`config.mk`:
```
export PLATFORM = sky130hd
export DESIGN_NAME = bbox_msg_reader
export DESIGN_NICKNAME = d
export VERILOG_FILES = /design/src/rtl/bbox_msg_pkg.sv /design/src/rtl/bbox_msg_reader.sv
export SDC_FILE = /design/constraint.sdc
export NUM_CORES = 1
export LEC_CHECK = 0
export CAP_MARGIN = 25
export CORE_ASPECT_RATIO = 0.5
export CORE_MARGIN = 2
export CORE_UTILIZATION = 40
export CTS_CLUSTER_SIZE = 20
export DETAILED_ROUTE_END_ITERATION = 8
export PLACE_DENSITY = 0.71
export SYNTH_ARGS = -nofsm -noshare
export SYNTH_HDL_FRONTEND = slang
export SYNTH_SLANG_ARGS = --single-unit
```
`constraint.sdc`:
```
create_clock -name clk -period 4.8 [get_ports clk]
set_input_delay 0.96 -clock clk [delete_from_list [all_inputs] [get_ports clk]]
set_output_delay 0.96 -clock clk [all_outputs]
set_load 0.03 [all_outputs]
```
`src/rtl/bbox_msg_pkg.sv`:
```
// Shared types and constants for the bounding-box message reader.
// Build option: BBOX_MSG_READER_ID_CHECK_EN adds the device-ID check states.
package bbox_msg_pkg;

`ifdef BBOX_MSG_READER_ID_CHECK_EN
    typedef enum logic [3:0] {
        IDLE, ST_RD, ST_CAP, ID_RD, ID_CAP, TL_RD, TL_CAP,
        BR_RD, BR_CAP, UPDATE, FLUSH, DEV_RD, DEV_CAP, DEAD
    } state_e;
`else
    typedef enum logic [3:0] {
        IDLE, ST_RD, ST_CAP, ID_RD, ID_CAP, TL_RD, TL_CAP,
        BR_RD, BR_CAP, UPDATE, FLUSH
    } state_e;
`endif

    localparam logic [2:0]  ADDR_STATUS = 3'd0;
    localparam logic [2:0]  ADDR_MSG    = 3'd1;
    localparam logic [2:0]  ADDR_ID     = 3'd2;
    localparam logic [31:0] FLUSH_CMD   = 32'h0000_0010;
    localparam logic [31:0] DEV_ID      = 32'h1234_EEE2;

    localparam int COORD_W   = 11;
    localparam int X_MSB     = 26;
    localparam int X_LSB     = 16;
    localparam int Y_MSB     = 10;
    localparam int Y_LSB     = 0;
    localparam int USEDW_MSB = 15;
    localparam int USEDW_LSB = 8;

    localparam logic [7:0] MSG_WORDS = 8'd3;

    typedef struct packed {
        logic [COORD_W-1:0] x;
        logic [COORD_W-1:0] y;
    } coord_t;

    function automatic logic pad_bad(input logic [31:0] w);
        return (w[31:27] != 5'd0) || (w[15:11] != 5'd0);
    endfunction

    function automatic coord_t decode(input logic [31:0] w);
        coord_t c;
        c.x = w[X_MSB:X_LSB];
        c.y = w[Y_MSB:Y_LSB];
        return c;
    endfunction

endpackage

```
`src/rtl/bbox_msg_reader.sv`:
```
// Polls an image-processor FIFO and latches complete bounding-box messages.
// Build option: BBOX_MSG_READER_ID_CHECK_EN enables the start-up device-ID check.
module bbox_msg_reader
    import bbox_msg_pkg::*;
#(
    parameter int unsigned POLL_INTERVAL = 1024,
    parameter logic [31:0] MSG_ID        = 32'h0052_4242
) (
    input  logic               clk,
    input  logic               reset_n,
    output logic [2:0]         m_address,
    output logic               m_read,
    output logic               m_write,
    output logic [31:0]        m_writedata,
    input  logic [31:0]        m_readdata,
    output logic [COORD_W-1:0] bb_left,
    output logic [COORD_W-1:0] bb_top,
    output logic [COORD_W-1:0] bb_right,
    output logic [COORD_W-1:0] bb_bottom,
    output logic               bb_valid,
    output logic               bb_none,
    output logic               sync_err,
    output logic               dev_err
);

    localparam int CW = $clog2(POLL_INTERVAL + 1);
    localparam logic [CW-1:0] CNT_INIT = CW'(POLL_INTERVAL);

`ifdef BBOX_MSG_READER_ID_CHECK_EN
    localparam state_e START = DEV_RD;
`else
    localparam state_e START = IDLE;
`endif

    state_e             state_q, state_d;
    logic [CW-1:0]      cnt_q, cnt_d;
    coord_t             tl_q, tl_d, br_q, br_d;
    logic [COORD_W-1:0] left_q, top_q, right_q, bottom_q;
    logic               valid_q, none_q, sync_err_q;
    logic               upd, flush, dev_bad;

    always_comb begin
        state_d     = state_q;
        cnt_d       = CNT_INIT;
        tl_d        = tl_q;
        br_d        = br_q;
        m_address   = 3'd0;
        m_read      = 1'b0;
        m_write     = 1'b0;
        m_writedata = 32'd0;
        upd         = 1'b0;
        flush       = 1'b0;
        dev_bad     = 1'b0;
        unique case (state_q)
            IDLE: begin
                cnt_d = cnt_q - CW'(1);
                if (cnt_q <= CW'(1)) state_d = ST_RD;
            end
            ST_RD: begin
                m_read    = 1'b1;
                m_address = ADDR_STATUS;
                state_d   = ST_CAP;
            end
            ST_CAP: begin
                if (m_readdata[USEDW_MSB:USEDW_LSB] >= MSG_WORDS)
                    state_d = ID_RD;
                else
                    state_d = IDLE;
            end
            ID_RD: begin
                m_read    = 1'b1;
                m_address = ADDR_MSG;
                state_d   = ID_CAP;
            end
            ID_CAP: state_d = (m_readdata == MSG_ID) ? TL_RD : FLUSH;
            TL_RD: begin
                m_read    = 1'b1;
                m_address = ADDR_MSG;
                state_d   = TL_CAP;
            end
            TL_CAP: begin
                tl_d    = decode(m_readdata);
                state_d = pad_bad(m_readdata) ? FLUSH : BR_RD;
            end
            BR_RD: begin
                m_read    = 1'b1;
                m_address = ADDR_MSG;
                state_d   = BR_CAP;
            end
            BR_CAP: begin
                br_d    = decode(m_readdata);
                state_d = pad_bad(m_readdata) ? FLUSH : UPDATE;
            end
            UPDATE: begin
                upd     = 1'b1;
                state_d = ST_RD;
            end
            FLUSH: begin
                m_write     = 1'b1;
                m_address   = ADDR_STATUS;
                m_writedata = FLUSH_CMD;
                flush       = 1'b1;
                tl_d        = '0;
                br_d        = '0;
                state_d     = IDLE;
            end
`ifdef BBOX_MSG_READER_ID_CHECK_EN
            DEV_RD: begin
                m_read    = 1'b1;
                m_address = ADDR_ID;
                state_d   = DEV_CAP;
            end
            DEV_CAP: begin
                dev_bad = (m_readdata != DEV_ID);
                state_d = dev_bad ? DEAD : IDLE;
            end
            DEAD: state_d = DEAD;
`endif
            default: state_d = START;
        endcase
    end

    // Coordinates only move on UPDATE so a box never mixes two messages.
    always_ff @(posedge clk) begin
        if (!reset_n) begin
            state_q    <= START;
            cnt_q      <= CNT_INIT;
            tl_q       <= '0;
            br_q       <= '0;
            left_q     <= '0;
            top_q      <= '0;
            right_q    <= '0;
            bottom_q   <= '0;
            valid_q    <= 1'b0;
            none_q     <= 1'b0;
            sync_err_q <= 1'b0;
        end else begin
            state_q <= state_d;
            cnt_q   <= cnt_d;
            tl_q    <= tl_d;
            br_q    <= br_d;
            valid_q <= upd;
            if (upd) begin
                left_q   <= tl_q.x;
                top_q    <= tl_q.y;
                right_q  <= br_q.x;
                bottom_q <= br_q.y;
                none_q   <= (tl_q.x > br_q.x) || (tl_q.y > br_q.y);
            end
            if (flush) sync_err_q <= 1'b1;
        end
    end

`ifdef BBOX_MSG_READER_ID_CHECK_EN
    logic dev_err_q;

    always_ff @(posedge clk) begin
        if (!reset_n)     dev_err_q <= 1'b0;
        else if (dev_bad) dev_err_q <= 1'b1;
    end

    assign dev_err = dev_err_q;
`else
    assign dev_err = 1'b0;
`endif

    assign bb_left   = left_q;
    assign bb_top    = top_q;
    assign bb_right  = right_q;
    assign bb_bottom = bottom_q;
    assign bb_valid  = valid_q;
    assign bb_none   = none_q;
    assign sync_err  = sync_err_q;

endmodule

```
==> results of run 1 <==
## registers in the layout, summed over array words and instances, names as in the netlist
register,cells
br_q,22
sync_err,1
cnt_q,11
bb_top,11
bb_bottom,11
bb_right,11
bb_left,11
bb_valid,1
tl_q,22
state_q,4
bb_none,1
## power groups by stage
stage                     Clock, mW  Sequential [mW]  Combinational [mW]
after global routing          0.841            0.957               0.280
after CTS                     0.805            0.951               0.251
after floorplan                   0            0.964               0.207
after global placement            0            0.970               0.245
after detailed placement          0            0.972               0.248
final                         0.785            0.951               0.250
## cells in the mapped netlist (all sizes together)
cell / number / area [sq um]
xnor2: 2 / 17.5
o21bai: 3 / 22.5
ha: 24 / 300
or3b: 2 / 17.5
and3: 3 / 18.8
o21ai: 6 / 30.0
and4b: 1 / 10.0
a2111oi: 1 / 27.5
or4: 1 / 11.3
nor4: 4 / 25.0
nand3b: 3 / 22.5
a31oi: 3 / 18.8
clkbuf: 15 / 56.3
a21o: 2 / 15.0
buf: 51 / 378
a211oi: 3 / 22.5
a21oi: 11 / 55.1
xor2: 5 / 43.8
o221ai: 1 / 8.76
and2: 1 / 6.26
conb: 1 / 3.75
nor2b: 44 / 275
o21a: 1 / 7.51
dfxtp: 106 / 2120
nand3: 7 / 35.0
nor2: 24 / 138
nor4b: 3 / 26.3
o31a: 1 / 8.76
a22oi: 45 / 438
nor3: 7 / 40.0
nor4bb: 1 / 10.0
o311ai: 1 / 8.76
a211o: 1 / 8.76
inv: 28 / 105
a21boi: 44 / 330
nand2: 98 / 368
o2111ai: 1 / 8.76
nand4: 6 / 37.5
or3: 3 / 18.8
## metal layers
metal | GRT usage | vias up | part of all wire
met3 | 0.0532 | 19 | 0.064
met1 | 0.230 | 1859 | 0.47
met5 | 0 | - | 0
met4 | 0.0518 | 0 | 0.016
li1 | - | 1994 | -
met2 | 0.282 | 105 | 0.46
## cells by family after synthesis
logic type / count (synthesis) / synth area share
flops: 106 / 0.416
xor+xnor: 7 / 0.0120
compound gates: 124 / 0.198
buf+inv: 94 / 0.106
fa+ha+maj: 24 / 0.0589
simple gates: 208 / 0.208
other cells: 1 / 0.000736
## critical path, cell delays in order, from the launching register on
cell	delay [ns]
dfxtp_1	0.39
or3b_1	0.56
nor2_8	0.17
clkdlybuf4s50_1	0.69
## final cells by class
cell class,instances,area share
tap,170,0.0342
sequential,106,0.341
multi-input combinational,397,0.411
inverter,28,0.0169
clock buffer,10,0.0368
clock inverter,6,0.0145
timing repair buffer,90,0.146
## path summary, 6_finish.rpt
check	from	end	cells past startpoint
max	state_q[2]	m_writedata[4]	3
min	bb_top[2]	bb_top[2]	2
max reg2reg	state_q[1]	bb_none	6
min reg2reg	bb_top[2]	bb_top[2]	2
## per-stage QoR
step	power (mW)	hold slack, ns	setup slack (ns)
2_1_floorplan	1.17	0.441	2.57
3_3_place_gp	1.22	0.447	1.62
3_5_place_dp	1.22	0.457	1.92
4_1_cts	2.01	0.468	1.68
5_1_grt	2.08	0.491	1.62
6_report	1.99	0.464	1.69
==> metrics, run 1 <==
status=completed; Layout area overhead=22.2%; Ports=between 100 and 150; fill cell count=1,209; crit path DAT=2.15 ns; core area=~0.013 sq mm; die width=164 um; clock share of power=0.396; CP Capture Type=output pin; Die Height=~84 um; dpl cell area=approximately 0.006 sq mm; Final setup viols=0; Hold WC Path Type=register to register; Comb power frac=0.126; Final Util=0.496; antenna violations before repair=0; # Max-Cap Violations=0; Post-Syn Area=0.00510 sq mm; internal power=1.48 mW; GRT Overall Usage=0.176; wire length per cell=around 14 um; clock insertion delay at the later pin of the skew report=~0.35 ns; CTS tree=yes; post-route ant nets=0; first-pass GRT wire length=between 15 and 20 mm; Setup Crit Path Kind=register to output pin; Fmax achieved=321 MHz; P_leak=about 2.2 nW; Multi-input gate area=0.00256 sq mm; vias in the first global route=roughly 3,700; cts-stage hold buffer count=0; Site Rows=29; grt ovf=0; most frequent cells in the layout=106 x dfxtp_1, 98 x nand2_1, 83 x clkdlybuf4s50_1; CTS HTree Levels=3; DIE AREA=0.0137 sq mm; Final Hold Violating Endpoints=0; relative slew slack=0.451; DP Wirelength=8.37 mm; Netlist cell types=46; register area=0.00212 sq mm; Iter 0 DRT Violations=~240; Final Cycle Share=0.649; Tmin final=3.11 ns; n_diodes=0; RD Place Congestion=roughly 0.87; unrepaired setup endpoints after global routing=false; DRC Markers=0; post-synthesis cell count=564; Vias=3,977; crit path max fanout=7; clock tree sinks=about 110; clk root buf=clkbuf_16; switching power=0.505 mW; Via density=roughly 5; Clk pin slew, worst setup/hold paths=0.07 ns; Post-Layout Cell Count=a little over 800; Final TNS setup=0 ns; Synth warnings=0; share of cells above drive strength 1=0.0785; Seq cells post-synth=between 100 and 150; startpoint types=register; Seq/Total Area, Yosys=0.416; worst-case clock buffer depth=2; Final Skew=0.00646 ns; largest net degree at the start of global routing=54; number of buffers created by CTS=9; routed wire length=11.6 mm; PD cells=319 mW/mm^2; Final Max Slew Viols=0; port bufs=84; initial core utilization=0.406; Pre-Repair DR Iteration Count=4; post-CTS sizing=0; placed cell count=790; commonest non-fill, non-tap cell in the layout=dfxtp_1; R2R Setup Slk=2.80 ns; Flop pwr share=0.479; Slew @ Worst Pin=0.821 ns; Post-Layout Inst Area=0.00623 sq mm; Data required, critical path=between 3 and 4 ns; switch share=0.254; VDD IR-drop max=0.000184 V; fin nets=690; Post-CTS Repair Setup Buffers=0; Synth Area per Inst=9.04 sq um
Note: power is estimated with default switching activity, not from simulation.
==> run 2, diff against run 1 <==
Settings changed: PLACE_DENSITY 0.71 to 0.74.
Clock period 4.8 ns to 2.8 ns, I/O delays scaled along.
==> metrics, run 2 (synthesis gave the netlist of run 1 again) <==
Min-Delay Startpoint=bb_bottom[3]; Tmin final=2.64 ns; crit path max fanout=8 (+1); P_leak=2.18 nW (-0.39%); Post-Layout Inst Area=0.00622 sq mm (-0.10%); Final Util=0.496 (-0.000499); VDD IR-drop max=0.000283 V (+54%); Pre-Repair DR Iteration Count=4 (unchanged); CTS tree=yes; switching power=0.866 mW (+72%); Final Skew=0.00495 ns (-0.00151 ns); vias in the first global route=3,733 (-0.19%); Post-CTS Repair Setup Buffers=0 (unchanged); Regs by FF count=br_q x22, tl_q x22; routed wire length=11.5 mm (-0.87%); core area=0.0126 sq mm (unchanged); GRT Overall Usage=0.175 (-0.00168); clock tree sinks=106 (unchanged); unrepaired setup endpoints after global routing=false; port bufs=84 (unchanged); clk root buf=clkbuf_16; clock share of power=0.396 (about the same); worst-case clock buffer depth=2 (unchanged); number of buffers created by CTS=9 (unchanged); startpoint types=register; status=completed; Final Max Slew Viols=0 (unchanged); DIE AREA=0.0137 sq mm (unchanged); Power, Total=3.40 mW (+71%); cts-stage hold buffer count=0 (unchanged); DRC Markers=0 (unchanged); met3 Usage GRT=0.0546 (+0.00149); post-route ant nets=0 (unchanged); Fmax achieved=378 MHz; Comb power frac=0.125 (about the same); Final TNS setup=0 ns (unchanged); relative slew slack=0.448 (-0.00352); Final setup viols=0 (unchanged); Flop pwr share=0.479 (about the same); antenna violations before repair=0 (unchanged); CTS HTree Levels=3 (unchanged); Worst R2R Start=state_q[1]; die width=164 um (unchanged); PD cells=547 mW/mm^2 (+72%); Data required, critical path=2.24 ns (-1.60 ns); wire length per cell=14.2 um (-0.99%); Iter 0 DRT Violations=293 (+21%); switch share=0.254 (+0.000278); share of cells above drive strength 1=0.0799 (+0.00144); largest net degree at the start of global routing=55 (+1.9%); Vias=4,013 (+0.91%); post-CTS sizing=0 (unchanged); Die Height=83.8 um (unchanged); n_diodes=0 (unchanged); Final Hold Violating Endpoints=0 (unchanged); CP Capture Type=output pin; met2 usage=0.272 (-0.00993); Final Cycle Share=0.944; DP Wirelength=8.38 mm (about the same); grt peak-use layer=met2; grt ovf=0 (unchanged); first-pass GRT wire length=18.9 mm (-1.0%); fin nets=691 (+0.14%); Hold WC Path Type=register to register; Slew @ Worst Pin=0.827 ns (+0.00526 ns); crit path DAT=2.08 ns (-0.07 ns); grt met1 use=0.232 (+0.00192); initial core utilization=0.406 (unchanged); Setup Crit Path Kind=register to output pin; # Max-Cap Violations=0 (unchanged); critical path startpoint=state_q[1]; Via density=4.97 (+0.78%); clock insertion delay at the later pin of the skew report=0.35 ns (about the same); most frequent cells in the layout=106 x dfxtp_1, 98 x nand2_1, 83 x clkdlybuf4s50_1; Site Rows=29 (unchanged); internal power=2.54 mW (+71%); Layout area overhead=22.0%; Clk pin slew, worst setup/hold paths=0.07 ns (about the same); dpl cell area=0.00590 sq mm (+0.13%); Ports=119 (unchanged); RD Place Congestion=0.863 (-1.2%); commonest non-fill, non-tap cell in the layout=dfxtp_1
run 2: cell types whose count changed in the layout (fill, tap and decap cells not counted), sizes merged:
cell	previous run	this run
buf	7	8
clkinvlp	1	3
clkinv	2	1
inv	29	28
run 2: metal layers:
layer,share of wire,vias to the layer above
met1,0.46,1884
met2,0.47,122
met4,0.015,0
li1,-,1992
met3,0.063,15
met5,0,-
run 2: power by group through the flow:
stage | Combinational (mW) | Clock (mW) | Sequential [mW]
2_1_floorplan | 0.356 | 0 | 1.65
3_3_place_gp | 0.421 | 0 | 1.66
3_5_place_dp | 0.427 | 0 | 1.67
4_1_cts | 0.430 | 1.37 | 1.63
5_1_grt | 0.480 | 1.44 | 1.64
6_report | 0.426 | 1.35 | 1.63
run 2: through the flow:
step / hold slack [ns] / cells / worst slack, ns
after floorplan: 0.441 / 597 / 0.974
after global placement: 0.446 / 792 / 0.474
after detailed placement: 0.456 / 792 / 0.443
after CTS: 0.466 / 808 / 0.150
after global routing: 0.483 / 808 / 0.0743
final: 0.462 / 808 / 0.156
run 2: area by class of cell:
class,instances,area [sq um]
Tap cell,170,213
Multi-Input combinational cell,397,2560
Fill cell,1195,6330
Sequential cell,106,2120
Clock inverter,6,91.3
Clock buffer,10,229
Inverter,28,105
Timing Repair Buffer,91,901
run 2: critical path, stage by stage, from the launching register on:
cell             delay [ns]
dfxtp_1                0.61
inv_1                  0.26
nor2_8                 0.19
clkdlybuf4s50_1        0.68
run 2: path summary, 6_finish.rpt:
path / to / slack [ns] / depth (start not counted)
hold reg to reg: bb_bottom[3] / 0.46 / 2
setup / recovery: m_write / 0.16 / 3
hold / removal: bb_bottom[3] / 0.46 / 2
setup reg to reg: bb_right[1] / 0.79 / 5
==> run 3, diff against run 2 <==
Settings changed: CAP_MARGIN 25 to 20, PLACE_DENSITY 0.74 to 0.71, RECOVER_POWER from default to 100.
Clock period 2.8 ns to 3.07 ns, I/O delays scaled along.
==> metrics, run 3 (synthesis gave the netlist of run 1 again) <==
unrepaired setup endpoints after global routing=false; Iter 0 DRT Violations=283 (-3.4%); post-route ant nets=0 (unchanged); worst-case clock buffer depth=2 (unchanged); crit path DAT=2.12 ns (+0.04 ns); die width=164 um (unchanged); Data required, critical path=2.46 ns (+0.22 ns); Final TNS setup=0 ns (unchanged); CTS tree=yes; Setup Crit Path Kind=register to output pin; Slew @ Worst Pin=1.29 ns (+0.464 ns); share of cells above drive strength 1=0.0689 (-0.0111); Final setup viols=0 (unchanged); Ports=119 (unchanged); n_diodes=0 (unchanged); most frequent cells in the layout=106 x dfxtp_1, 98 x nand2_1, 52 x dlygate4sd3_1; number of buffers created by CTS=9 (unchanged); clk root buf=clkbuf_16; vias in the first global route=3,610 (-3.3%); Vias=3,979 (-0.85%); post-CTS sizing=0 (unchanged); Final Cycle Share=0.891; P_leak=2.35 nW (+7.7%); # Max-Cap Violations=0 (unchanged); largest net degree at the start of global routing=54 (-1.8%); Post-CTS Repair Setup Buffers=0 (unchanged); Site Rows=29 (unchanged); crit path max fanout=6 (-2); Final Hold Violating Endpoints=0 (unchanged); startpoint types=register; worst hold slack=0.459 ns (-0.00276 ns); Regs by FF count=br_q x22, tl_q x22; fin nets=692 (+0.14%); CP Capture Type=output pin; Clk pin slew, worst setup/hold paths=0.07 ns (about the same); clock tree sinks=106 (unchanged); Final Skew=0.00844 ns (+0.00349 ns); Multi-input gate area=0.00251 sq mm (-2.0%); Cells on Worst Hold Path=2 (unchanged); initial core utilization=0.406 (unchanged); DP Wirelength=8.29 mm (-1.0%); Hold WC Path Type=register to register; antenna violations before repair=0 (unchanged); Layout area overhead=20.4%; wire length per cell=14.1 um (-1.2%); VDD IR-drop max=0.000236 V (-17%); DRC Markers=0 (unchanged); register area=0.00212 sq mm (unchanged); Place WS=0.634 ns (+0.191 ns); PD cells=499 mW/mm^2 (-8.9%); status=completed; GRT Overall Usage=0.171 (-0.00369); routed wire length=11.4 mm (-1.1%); Worst R2R Path Depth=5 (unchanged); RD Place Congestion=0.874 (+1.2%); post-route setup slack=0.333 ns (+0.177 ns); first-pass GRT wire length=18.7 mm (-1.6%); Tmin final=2.74 ns; Pre-Repair DR Iteration Count=5 (+1); Final Max Slew Viols=0 (unchanged); cts-stage hold buffer count=0 (unchanged); Fmax achieved=365 MHz; Die Height=83.8 um (unchanged); grt ovf=0 (unchanged); core area=0.0126 sq mm (unchanged); DIE AREA=0.0137 sq mm (unchanged); clock insertion delay at the later pin of the skew report=0.35 ns (about the same); relative slew slack=0.139 (-0.309); CTS HTree Levels=3 (unchanged); commonest non-fill, non-tap cell in the layout=dfxtp_1; fill cell count=1,202 (+0.59%); port bufs=84 (unchanged); Via density=4.92 (-0.97%)
## run 3: cell types whose count changed in the layout (fill, tap and decap cells not counted), sizes merged
cell,previous run,this run
clkbuf,10,14
clkdlybuf4s50,83,31
inv,28,30
clkinvlp,3,0
dlygate4sd3,0,52
clkinv,1,2
bufinv,2,1
buf,8,6
## run 3: layout make-up
| cell class | instances | share of cell area |
|---|---|---|
| Sequential cell | 106 | 0.346 |
| Clock buffer | 11 | 0.0395 |
| Timing Repair Buffer | 92 | 0.144 |
| Clock inverter | 5 | 0.00999 |
| Tap cell | 170 | 0.0347 |
| Multi-Input combinational cell | 397 | 0.409 |
| Inverter | 28 | 0.0171 |
## run 3: metrics by stage
step	total power, mW	util	std cells	cell area [sq um]
global placement	1.90	0.470	793	5900
CTS	3.09	0.494	809	6200
floorplan	1.83	-	597	5220
finish	3.06	0.489	809	6140
detailed placement	1.91	0.470	793	5900
global route	3.20	0.489	809	6140
## run 3: worst paths after layout
path	to	slack [ns]	startpoint
setup / recovery	m_write	0.33	state_q[3]
hold / removal	bb_top[2]	0.46	bb_top[2]
setup reg to reg	state_q[1]	0.41	state_q[3]
hold reg to reg	bb_top[2]	0.46	bb_top[2]
## run 3: routing by layer
metal / share of wire / global-route usage / up-vias / routed length (um)
met2: 0.45 / 0.265 / 100 / 5130
met1: 0.48 / 0.234 / 1870 / 5490
met3: 0.057 / 0.0477 / 9 / 645
met4: 0.010 / 0.0447 / 0 / 117
met5: 0 / 0 / - / 0
li1: - / - / 2000 / -
## run 3: worst max-delay path: stages (launching register included)
cell	delay [ns]
dfxtp_1	0.43
or3b_1	0.47
nor2_8	0.13
dlygate4sd3_1	0.75
## run 3: power by group
group | leakage [nW] | switching (mW) | internal (mW) | total (mW)
logic | 1.34 | 0.230 | 0.164 | 0.394
clock network | 0.151 | 0.517 | 0.661 | 1.18
registers | 0.856 | 0.0543 | 1.43 | 1.49
total | 2.35 | 0.802 | 2.26 | 3.06
